<file path="src/rtl/drop_scheduler.sv">
// drop_scheduler: arbitrates red/blue drop requests, validates the column against the
// 7x6 board-occupancy model, assigns the landing row and streams the 16x16 sprite.
module drop_scheduler #(
    parameter logic [7:0] X_ORIGIN    = 8'd24,
    parameter logic [6:0] Y_ORIGIN    = 7'd16,
    parameter logic [2:0] RED_COLOUR  = 3'b100,
    parameter logic [2:0] BLUE_COLOUR = 3'b001
) (
    input  logic       clk,
    input  logic       reset,
    input  logic       clear,
    input  logic       req_r,
    input  logic [7:0] col_r,
    input  logic       req_b,
    input  logic [7:0] col_b,
    output logic       grant_r,
    output logic       grant_b,
    output logic       reject,
    output logic       busy,
    output logic [7:0] x,
    output logic [6:0] y,
    output logic [2:0] colour,
    output logic       plot,
    output logic       done,
    output logic [2:0] row,
    output logic [2:0] colnum,
    output logic [5:0] boardcounter,
    output logic       full
);

    typedef enum logic [1:0] {StIdle, StCheck, StDraw, StDone} state_e;

    state_e     state_q;
    logic [2:0] h_q [7];
    logic [7:0] cnt_q;
    logic       prio_blue_q;  // 1: blue wins a tie
    logic       pend_blue_q;
    logic [2:0] pend_col_q;

    logic       pick_blue;
    logic [7:0] win_col;
    logic [2:0] win_idx;
    logic [2:0] n_set;
    logic       win_ok;

    function automatic logic [7:0] pix_x(input logic [2:0] c, input logic [7:0] n);
        return X_ORIGIN + {1'b0, c, 4'b0000} + {4'b0000, n[3:0]};
    endfunction

    // Row 0 is the bottom of the board, so screen rows count down from row 5.
    function automatic logic [6:0] pix_y(input logic [2:0] r, input logic [7:0] n);
        return Y_ORIGIN + {3'd5 - r, 4'b0000} + {3'b000, n[7:4]};
    endfunction

    // Pick the winning requester and decide whether its column can take a piece.
    always_comb begin
        pick_blue = req_b && (!req_r || prio_blue_q);
        win_col   = pick_blue ? col_b : col_r;
        win_idx   = 3'd0;
        n_set     = 3'd0;
        for (int i = 1; i < 8; i++) begin
            if (win_col[i]) begin
                win_idx = 3'(i - 1);
                n_set   = n_set + 3'd1;
            end
        end
        win_ok = !win_col[0] && (n_set == 3'd1) && (h_q[win_idx] != 3'd6) && !full;
    end

    assign busy = (state_q != StIdle);
    assign full = (boardcounter == 6'd42);

    // Scheduler FSM with registered pixel stream and board bookkeeping.
    always_ff @(posedge clk) begin
        if (reset || clear) begin
            state_q      <= StIdle;
            for (int i = 0; i < 7; i++) h_q[i] <= 3'd0;
            cnt_q        <= 8'd0;
            prio_blue_q  <= 1'b0;
            pend_blue_q  <= 1'b0;
            pend_col_q   <= 3'd0;
            boardcounter <= 6'd0;
            row          <= 3'd0;
            colnum       <= 3'd0;
            x            <= 8'd0;
            y            <= 7'd0;
            colour       <= 3'd0;
            grant_r      <= 1'b0;
            grant_b      <= 1'b0;
            reject       <= 1'b0;
            plot         <= 1'b0;
            done         <= 1'b0;
        end else begin
            grant_r <= 1'b0;
            grant_b <= 1'b0;
            reject  <= 1'b0;
            done    <= 1'b0;
            unique case (state_q)
                StIdle: begin
                    if (req_r || req_b) begin
                        pend_blue_q <= pick_blue;
                        pend_col_q  <= win_idx;
                        if (win_ok) begin
                            grant_r     <= !pick_blue;
                            grant_b     <= pick_blue;
                            prio_blue_q <= !pick_blue;
                        end else begin
                            reject <= 1'b1;
                        end
                        state_q <= StCheck;
                    end
                end
                StCheck: begin
                    // The grant pulse currently on the outputs marks an accepted drop.
                    if (grant_r || grant_b) begin
                        h_q[pend_col_q] <= h_q[pend_col_q] + 3'd1;
                        boardcounter    <= boardcounter + 6'd1;
                        row             <= h_q[pend_col_q];
                        colnum          <= pend_col_q;
                        cnt_q           <= 8'd0;
                        x               <= pix_x(pend_col_q, 8'd0);
                        y               <= pix_y(h_q[pend_col_q], 8'd0);
                        colour          <= pend_blue_q ? BLUE_COLOUR : RED_COLOUR;
                        plot            <= 1'b1;
                        state_q         <= StDraw;
                    end else begin
                        state_q <= StIdle;
                    end
                end
                StDraw: begin
                    if (cnt_q == 8'd255) begin
                        plot    <= 1'b0;
                        done    <= 1'b1;
                        state_q <= StDone;
                    end else begin
                        cnt_q <= cnt_q + 8'd1;
                        x     <= pix_x(colnum, cnt_q + 8'd1);
                        y     <= pix_y(row, cnt_q + 8'd1);
                    end
                end
                StDone: state_q <= StIdle;
                default: state_q <= StIdle;
            endcase
        end
    end

endmodule

</file>
<file path="config.mk">
export PLATFORM = sky130hd
export DESIGN_NAME = drop_scheduler
export DESIGN_NICKNAME = d
export VERILOG_FILES = /design/src/rtl/drop_scheduler.sv
export SDC_FILE = /design/constraint.sdc
export NUM_CORES = 1
export LEC_CHECK = 0
export ABC_AREA = 1
export CORE_UTILIZATION = 40
export DETAILED_ROUTE_END_ITERATION = 7
export SLEW_MARGIN = 10
export SYNTH_ARGS = -nofsm -noshare
export SYNTH_HDL_FRONTEND = slang
export SYNTH_SLANG_ARGS = --single-unit
</file>
<file path="constraint.sdc">
create_clock -name clk -period 5.7 [get_ports clk]
set_input_delay 1.14 -clock clk [delete_from_list [all_inputs] [get_ports clk]]
set_output_delay 1.14 -clock clk [all_outputs]
set_load 0.03 [all_outputs]
</file>
-- Word level (Yosys, flattened, before mapping)
Memories as Yosys holds them, arrays and structs flattened. A register that Yosys moved wholly into a read port is not among the register bits.
Index checks and enable logic that the tools add are counted.
- output and inout bits: 37
- flip-flop bits (word level): 50
- input bits: 21
- bits in writable memories: 21
- memories kept: 1
- logic and storage cells: 118
- add/subtract/negate cells: 17
- mux-type cells: 44
- bitwise logic cells: 4
- reduce and logical (&&, ||, !) cells: 25
- eq/ne operators: 11
- memories (name ; words ; bits a word ; rd ports ; clocked after Yosys merged registers in ; write ports ; line ; source):
    h_q ; 7 ; 3 ; 2 ; 1 ; 7 ; 34 ; logic [2:0] h_q [7];
- operators with widths (cell ; number):
    $mux W3 ; 16
    $mux W8 ; 5
    $pmux W8 S2 ; 2
    $add A3 B1 Y3 const B ; 7
    $add A5 B7 Y8 const A ; 2
    $add A5 B7 Y7 const A ; 2
    $mux W7 ; 2
    $pmux W7 S2 ; 1
    $mux W1 ; 13
    $reduce_and A3 Y1 ; 3
    $add A8 B1 Y8 const B ; 1
    $add A8 B4 Y8 ; 1
    $eq A8 B8 Y1 const B ; 1
    $ne A2 B2 Y1 const B ; 4
    $pmux W2 S4 ; 1
    $add A7 B4 Y7 ; 1
    $add A6 B1 Y6 const B ; 1
    $eq A6 B6 Y1 const B ; 1
    $mux W2 ; 3
    $reduce_and A2 Y1 ; 3
    $reduce_or A3 Y1 ; 2
    $sub A3 B3 Y3 const A ; 2
    $eq A2 B2 Y1 const B ; 2
    $logic_and A1 B1 Y1 ; 4
    other kinds (11) ; 21

-- Logic depth before layout (Yosys ltp)
Gate-level depths: netlist (run 1).
- word-level depth: 23
- gate-level depth with buffers: 31
- mapped depth without buffers: 30

-- Least setup slack after synthesis (run 1)
OpenSTA, ideal clock, no wires.
- path kind: in2reg
- start: input port req_r
- end: register prio_blue_q
- buffers on the path: 1
- library setup time: 0.110 ns
- arrival: 4.629 ns
- stages: 27
- path slack: 0.961 ns
- data required time: 5.590 ns
- cells stage by stage: nand2_2 -> nand2_4 -> buf_12 -> o21ai_0 -> inv_1 -> ha_1 -> inv_1 -> nand3_2 -> nand2_2 -> ha_1 -> nand2_1 -> nand2_1 -> ha_1 -> or2_1 -> nand2_1 -> inv_1 -> ha_1 -> nand2_1 -> nand2_1 -> ha_1 -> or2_2 -> nand2_1 -> nand2_1 -> nor2_4 -> nand4_1 -> nand2_1 -> nor2_1
- cells in the longest elaborated chain, start to end: 22
- elaborated cells between the ends (all ways): 33
- classes of those cells: 6 x add/sub; 2 x eq/ne; 14 x mux; 10 x reduce/logical; 1 x memory
- ends and longest elaborated chain (what ; line ; source):
    from (decl) ; 12 ; input logic req_r,
    $logic_not A1 Y1 ; 57 ; pick_blue = req_b && (!req_r || prio_blue_q);
    $logic_or A1 B1 Y1 ; 57 ;
    $logic_and A1 B1 Y1 ; 57 ;
    $mux W8 ; 58 ; win_col = pick_blue ? col_b : col_r;
    $mux W1 ; 62 ; if (win_col[i]) begin
    $add A3 B1 Y3 ; 64 ; n_set = n_set + 3'd1;
    $mux W3 ; 62 ;
    $add A3 B1 Y3 ; 64 ;
    [... 4 more ...] ; n/a ;
    $mux W3 ; 62 ;
    $add A3 B1 Y3 ; 64 ;
    $mux W3 ; 62 ;
    $add A3 B1 Y3 ; 64 ;
    $mux W3 ; 62 ;
    $eq A3 B1 Y1 ; 67 ; win_ok = !win_col[0] && (n_set == 3'd1) && (h_q[win_idx] != 3'd6) && !full;
    $logic_and A1 B1 Y1 (3 in series) ; 67 ;
    $reduce_and A3 Y1 (no source line) ; n/a ;
    to (signal assigned) ; 106 ; prio_blue_q <= !pick_blue;
    to (decl) ; 36 ; logic prio_blue_q;
Parallel ways exist; a longest one is shown, timed or not.
A chain may end at the register's enable or synchronous reset.

-- Worst setup path in the final report (run 1)
- start: input port req_b
- end: register prio_blue_q
- cells in the longest elaborated chain, start to end: 20
- elaborated cells between the ends (all ways): 31
- classes of those cells: 6 x add/sub; 2 x eq/ne; 14 x mux; 8 x reduce/logical; 1 x memory
- ends and longest elaborated chain (what ; line ; source):
    from (decl) ; 14 ; input logic req_b,
    $logic_and A1 B1 Y1 ; 57 ;
    $mux W8 ; 58 ;
    $mux W1 ; 62 ;
    $add A3 B1 Y3 ; 64 ;
    $mux W3 ; 62 ;
    $add A3 B1 Y3 ; 64 ;
    $mux W3 ; 62 ;
    $add A3 B1 Y3 ; 64 ;
    [... 2 more ...] ; n/a ;
    $mux W3 ; 62 ;
    $add A3 B1 Y3 ; 64 ;
    $mux W3 ; 62 ;
    $add A3 B1 Y3 ; 64 ;
    $mux W3 ; 62 ;
    $eq A3 B1 Y1 ; 67 ;
    $logic_and A1 B1 Y1 (3 in series) ; 67 ;
    $reduce_and A3 Y1 (no source line) ; n/a ;
Parallel ways exist; a longest one is shown, timed or not.

==> results of run 1 <==
## cell usage after synthesis, types with 3 or more instances
| cell | number |
|---|---|
| o21ai_0 | 39 |
| nor3b_1 | 3 |
| nand3_2 | 7 |
| nand2_4 | 7 |
| nor2_1 | 53 |
| inv_1 | 66 |
| nand2_2 | 11 |
| nand3b_1 | 6 |
| dfxtp_1 | 48 |
| a21oi_1 | 25 |
| or2_2 | 3 |
| edfxtp_1 | 21 |
| nor3_1 | 9 |
| xor2_1 | 7 |
| buf_4 | 8 |
| inv_2 | 4 |
| nor2_4 | 3 |
| ha_1 | 14 |
| nand3_1 | 44 |
| o22ai_1 | 7 |
| nand2_1 | 84 |
| o21ai_4 | 3 |
| xnor2_1 | 5 |
| clkbuf_1 | 8 |
| a211oi_1 | 3 |
## logic make-up after synthesis
logic type | count (synthesis)
buffers and inverters | 91
and+or+nand+nor | 239
xor gates and xnor gates | 12
other | 1
DFF | 69
AOI/OAI and AO/OA | 83
adders and majority gates | 14
## cell usage in the layout (no fill, tap or decap), types with 9 or more instances in the layout
cell type        netlist  routed
nand2_1               84      84
inv_1                 66      66
clkdlybuf4s50_1        0      56
nor2_1                53      53
dfxtp_1               48      48
nand3_1               44      44
o21ai_0               39      39
a21oi_1               25      25
edfxtp_1              21      21
ha_1                  14      14
nand2_2               11      11
nor3_1                 9       9
clkbuf_8               0       9
## cell type report
type	instances	area, um2
well taps	129	161
clock buffers	9	124
inverters	73	277
clock inverters	7	71.3
multi-input cells	349	1950
fillers	952	4610
flip-flops and latches	69	1590
repair buffers	59	583
## per-layer routing
metal | vias to the layer above | GRT usage [%] | part of all wire (%) | routed length, um
li1 | 1773 | - | - | -
met1 | 1573 | 25.6 | 48 | 4470
met2 | 76 | 32.8 | 46 | 4300
met3 | 8 | 3.86 | 4.6 | 432
met4 | 0 | 7.47 | 1.3 | 124
met5 | - | 0 | 0 | 0
## state kept, by name, indices dropped and copies added (netlist names), named ones only
register and flops:
grant_r 1, pend_blue_q 1, colnum 3, reject 1
colour 2, done 1, y 7, boardcounter 6
grant_b 1, h_q 24, row 3, cnt_q 1
prio_blue_q 1, plot 1, pend_col_q 3, state_q 1
x 8
## final timing paths
path | start | slack [ns] | to | cells after the start
min reg2reg | pend_blue_q | 0.47 | pend_blue_q | 2
max reg2reg | prio_blue_q | 1.65 | prio_blue_q | 28
max | req_b | 0.73 | prio_blue_q | 27
min | pend_blue_q | 0.47 | pend_blue_q | 2
## worst max-delay path: cells and delay by family
| kind | cells | cell delay, ns |
|---|---|---|
| buffers and inverters | 5 | 0.78 |
| and+or+nand+nor | 16 | 1.70 |
| adders and majority gates | 5 | 1.38 |
| AOI/OAI and AO/OA | 1 | 0.24 |
## stage by stage
step	setup slack (ns)	power, mW
final	0.728	1.13
after detailed placement	0.361	0.738
after CTS	0.727	1.14
after global placement	0.460	0.733
after global routing	0.360	1.19
after floorplan	0.961	0.686
## power breakdown
part / internal [mW] / switching [mW]
Clock: 0.204 / 0.201
Sequential: 0.514 / 0.00819
Combinational: 0.0785 / 0.125
Total: 0.796 / 0.335
==> summary by stage, run 1 <==
Setup path
The worst setup path is captured at a flip-flop. At the worst endpoint, the required time is 5.99 ns. The cell at the slowest stage of the critical path is clkdlybuf4s50_1.

Of all nets on the critical path, the largest fanout is 7. The worst setup path is launched from an input pin. The worst stage delay on the critical path is 0.58 ns.

The setup path with the least slack is of type input pin to flip-flop. The endpoint arrival time on the critical path is 5.26 ns. The most frequent cell on the critical path is nand2_1.

Die
The floorplan step defined a die boundary enclosing 10200 um2. The total area inside the core boundary comes to 9370 um2. The die extent in x is 101 um. The number of rows in the core area is 35. Pin placement for this block handled 58 I/O pins. The die is 101 um tall.

Once the floorplan was initialized, standard cells occupied 42.0% of the core.

STA
For the pin with the worst max-slew slack, the measured transition is 0.648 ns. The minimum hold slack is 0.472 ns. The achievable clock frequency is 201 MHz.

On the final layout, the worst clock skew is 0.0124 ns. The final number of max-transition violations is 0. The count of endpoints failing hold in the final timing report is 0. Measured against its own limit, the worst slew margin works out to 56.3%. The ratio of final minimum period to clock period is 87.2%. The clock period minus final worst setup slack is 4.97 ns.

The aggregate negative setup slack is 0 ns. Setup repair after global routing left no endpoint under its margin. Setup violations remaining at the end of the flow were counted as 0.

Global route
The all-layer global routing usage is 19.8%. The first global-routing pass estimated 15500 um of wire. Entering global routing, the biggest net connects 30 pins. For this run the aggregate overflow at the end of global routing stands at 0. The number of global-route vias before repair is 3266. The number of antenna violations at the first check in global routing was 0.

CTS
Clock-pin slew was measured on the worst setup and hold paths at 0.08 ns. The clock passes through at most 2 buffers. The hold-fix buffer count after cts is 0.

In this run, CTS created clock tree buffers numbering 9. The buffer type at the clock tree root is clkbuf_8. The number of gates resized after CTS was 0.

The H-tree generated during clock tree synthesis spans 3 levels. The CTS tree is done. For the worst-skew pair, the clock arrives at the later sink with an insertion delay of 0.35 ns.

The number of clock sinks seen by CTS is 69. Buffers added to address setup during post-CTS repair amount to 0.

Logic synthesis
The count of flip-flops with a built-in enable after synthesis is 21. Sequential cells were found to cover 40.5% of the synthesized design area. Of the total synthesized cell area, the portion taken by AND, OR, NAND and NOR gates is 30.1%. The fraction of post-synthesis cell area in the top cell type by area is 24.4%.

The dominant synthesized flop cell is dfxtp_1. Yosys attributes the largest share of cell area to dfxtp_1 (24%), edfxtp_1 (16%), nand2_1 (8.0%). The cell type with the largest total area after synthesis is dfxtp_1. The share of synthesized flip-flops with an asynchronous set or reset is 0%. The number of nets handed over by synthesis was 544. The mux share of post-synthesis cell area is 0%. Synthesis inferred 69 register bits. After synthesis, the largest family of logic cells by area is simple AND/OR/NAND/NOR gates. Summing the areas of all compound-gate instances in the mapped netlist gives 12.2% of the synthesized area. The post-synthesis share of cell area spent on full adders, half adders and majority gates is 4.45%. The count of synthesis-stage warnings from yosys is 0. The post-synthesis cell area is 3930 um2. The xor and xnor area share after synthesis is 2.67%. The count of mapped cells out of synthesis is 509.

After synthesis, the mean cell area works out to 7.73 um2. The number of unique standard cell types used by synthesis is 41.

Detailed routing
Using the TritonRoute via totals, the vias-per-cell ratio works out to 4.94. For this block, the routed nets add up to 9330 um of wire. The first routing iteration left 183 violations. The pre-antenna-repair detailed-routing pass consisted of 5 iterations. Summing over every cut layer, the via total after detailed routing is 3430. The DRC violation count after routing is 0. Dividing the detail-routed wire length by the instance count gives 13.4 um. The count of nets left with antenna violations after detail routing is 0.

Place
Once placement completed, the tool counted placed cells totaling 679. The half-perimeter wire length of the detailed placement result is 7050 um. The last weighted congestion value of the routability-driven placer is 0.882.

The placed instances occupy a cell area of 4560 um2. Buffers placed on the I/O ports in this run total 56.

Outcome
The flow ran to the end, and the final reports show no timing, DRC or antenna violations.

Worst hold path
The worst hold path belongs to the class flip-flop to flip-flop.

Finish
The post-route standard cell area excluding fillers is 4760 um2. In the final design database the tool counted 596 nets. The fraction of layout instances using a drive strength above 1 is 10.8%.

The final core area utilization is 50.8%. The number of non-filler instances in the completed layout is 695. The number of antenna cells inserted is 0. The layout overhead on the synthesized area is 21.0%.

Flow run
The tool flagged a number of max-cap violations equal to 0.

Power
The total leakage power is 1.88 nW. In this run the power density over the cells is 238 nW/um2. The worst-case IR drop observed on VDD is 114 uV.
No activity file was read; power rests on OpenSTA's default activity.
==> inputs of run 2 (changes only) <==
--- a/config.mk
+++ b/config.mk
@@ -6,8 +6,10 @@
 export NUM_CORES = 1
 export LEC_CHECK = 0
 export ABC_AREA = 1
-export CORE_UTILIZATION = 40
+export CORE_MARGIN = 2
+export CORE_UTILIZATION = 50
 export DETAILED_ROUTE_END_ITERATION = 7
+export DONT_BUFFER_PORTS = 1
 export SLEW_MARGIN = 10
 export SYNTH_ARGS = -nofsm -noshare
 export SYNTH_HDL_FRONTEND = slang
==> run 2 against run 1 <==
  * Fmax is 7.8% higher
  * Via count is 6.0% lower
  * Clock skew is 0.0018 ns lower
  * Highest routed layer unchanged
  * Flip-flop and latch count stayed put
  * Global-route usage is 2.6 points higher
==> summary by stage, run 2 (same netlist as run 1, synthesis figures left out) <==
STA
The ratio of final minimum period to clock period is 80.9% (-6.3 points). The aggregate negative setup slack came to 0 ns (unchanged). Setup repair after global routing left no endpoint under its margin. The largest clock skew in the final design is 0.0106 ns (-0.00184 ns). The post-layout worst setup margin was 1.09 ns (+0.359 ns). The final setup violation count is 0 (unchanged). The worst-case headroom to the max-slew limit is 30.0% (-26 points). The achievable clock frequency came to 217 MHz (+7.8%).

The final number of max-transition violations is 0 (unchanged). The minimum hold slack is 0.482 ns (+0.0100 ns). The count of endpoints failing hold in the final timing report is 0 (unchanged). The clock period minus final worst setup slack is 4.61 ns (-0.359 ns). The measured slew at the worst slew-check pin is 1.04 ns (+0.394 ns).

Power
The total leakage power came to 1.67 nW (-11%). The worst supply voltage drop on vdd is 199 uV (+74%). The total power density per cell area came to 261 nW/um2 (+9.9%). The total power is 1.08 mW (-4.2%).

Die
The core footprint is 7690 um2 (-18%). The initial core utilization is 51.2% (+9.2 points). The die footprint came to 8590 um2 (-16%). The top-level port count is 58 (unchanged).

The die height is 92.7 um (-8.4%). The die extent in x was 92.7 um (-8.4%). The number of rows in the core area is 32 (-8.6%).

Setup path
The cell at the slowest stage of the critical path is ha_1. STA classifies the critical path endpoint as a flip-flop. The maximum fanout along the worst path is 14 (+7). The worst stage delay on the critical path is 0.35 ns (-0.23 ns). The endpoint arrival time on the critical path is 4.85 ns (-0.41 ns). The category of the worst setup path launch point is an input pin.

The kind of cell adding the most delay to the critical path is simple AND/OR/NAND/NOR gates. The buffers plus inverters on the worst setup path is 3 (-2). The setup path with the least slack is of type input pin to flip-flop. The worst endpoint required time is 5.94 ns (-0.05 ns). The most frequent cell on the critical path is nand2_1.

Global route
The all-layer global routing usage is 22.3% (+2.6 points). The global-route congestion overflow total is 0 (unchanged). The number of global-route vias before repair was 3194 (-2.2%). The global-route wire length before repair is 15200 um (-2.5%). The maximum number of pins on one net before global-route repair is 30 (unchanged).

The number of antenna violations at the first check in global routing is 0 (unchanged).

Detailed routing
The DRC violation count after routing came to 0 (unchanged). The total iterations of the first detailed-routing run was 6 (+1). The count of nets left with antenna violations after detail routing is 0 (unchanged). The violation count after the first detailed-route iteration came to 119 (-35%). The number of vias in the routed layout is 3224 (-6.0%). The number of vias per cell is 5.28 (+6.9%). The wire length per cell is 14.5 um (+8.3%). The total routed wirelength is 8890 um (-4.8%).

Finish
The number of antenna cells inserted was 0 (unchanged). The largest registers in the layout are h_q x24, x x8, y x7. The flip-flop count of the largest register after layout is 24 (unchanged). Ranked by flip-flop count, first place goes to h_q. The most common cell after layout, fill and taps aside is nand2_1. The final-stage net count came to 539 (-9.6%). The fraction of layout instances using a drive strength above 1 came to 11.6% (+0.81 points).

In the layout the commonest cells are nand2_1 (84), inv_1 (66), nor2_1 (52), dfxtp_1 (48), nand3_1 (44). The fill cell total of the finished layout was 775 (-19%). Relative to the synthesized area, the layout overhead comes to 5.44%.

Flow run
The count of max-cap constraint violations is 0 (unchanged).

CTS
The maximum number of buffers from clock root to sink was 2 (unchanged). The post-CTS setup repair buffer count is 0 (unchanged). The number of clock sinks seen by CTS was 69 (unchanged). The number of buffers inserted during clock tree synthesis is 9 (unchanged). The clock insertion delay at the later pin of the skew report came to 0.34 ns (about the same).

The quantity of gates resized following cts came to 0 (unchanged). The clock input transition at the sequential cells of the worst setup and hold paths is 0.07 ns (about the same). The buffer type at the clock tree root is clkbuf_8.

The number of H-tree branching levels is 3 (unchanged). TritonCTS built the clock tree. The hold-fix buffer count after cts is 0 (unchanged).

Worst hold path
The min-delay analysis places its worst path in the category flip-flop to flip-flop.

Outcome
The flow ran to the end, and the final reports show no timing, DRC or antenna violations.

Place
The number of port buffers is 0 (-100%). The half-perimeter wire length of the detailed placement result is 6840 um (-3.0%). The setup slack after placement was 0.733 ns (+0.372 ns). The last weighted congestion value of the routability-driven placer is 0.864 (-2.0%).
[run 2: worst reg2reg max path: cells and delay by family, from the launching register on]
kind | cells | cell delay, ns
adders and majority gates | 5 | 1.39
DFF | 1 | 0.32
AOI/OAI and AO/OA | 1 | 0.29
and+or+nand+nor | 17 | 1.84
buffers and inverters | 4 | 0.23
[run 2: path summary, 6_finish.rpt]
path | start | endpoint | slack [ns] | depth (start not counted)
setup / recovery | req_r | prio_blue_q | 1.09 | 26
setup reg to reg | prio_blue_q | prio_blue_q | 1.53 | 27
hold / removal | pend_blue_q | pend_blue_q | 0.48 | 2
hold reg to reg | pend_blue_q | pend_blue_q | 0.48 | 2
[run 2: cell type report]
cell class                      instances  area (um2)  area share (%)
Inverter                               73         277            6.67
Multi-Input combinational cell        349        1950            47.1
Clock inverter                          5        52.6            1.27
Clock buffer                           11         131            3.17
Timing Repair Buffer                    2        15.0           0.362
Sequential cell                        69        1590            38.4
Tap cell                              102         128            3.08
[run 2: per-stage QoR]
stage               util, %  std cells  area (um2)
finish                 53.9        611        4150
global placement       51.5        595        3960
CTS                    53.9        611        4150
floorplan                 -        509        3930
detailed placement     51.5        595        3960
global route           53.9        611        4150
[run 2: where the power goes]
group          switching, mW  total (mW)  internal [mW]
sequential            0.0106       0.525          0.514
clock                  0.176       0.376          0.200
combinational          0.119       0.182         0.0635
[run 2: per-layer routing]
layer	track usage (%)	up-vias	wire length [um]
li1	-	1659	-
met1	28.1	1497	4040
met2	39.1	62	4370
met3	4.64	6	414
met4	6.13	0	68
met5	0	-	0
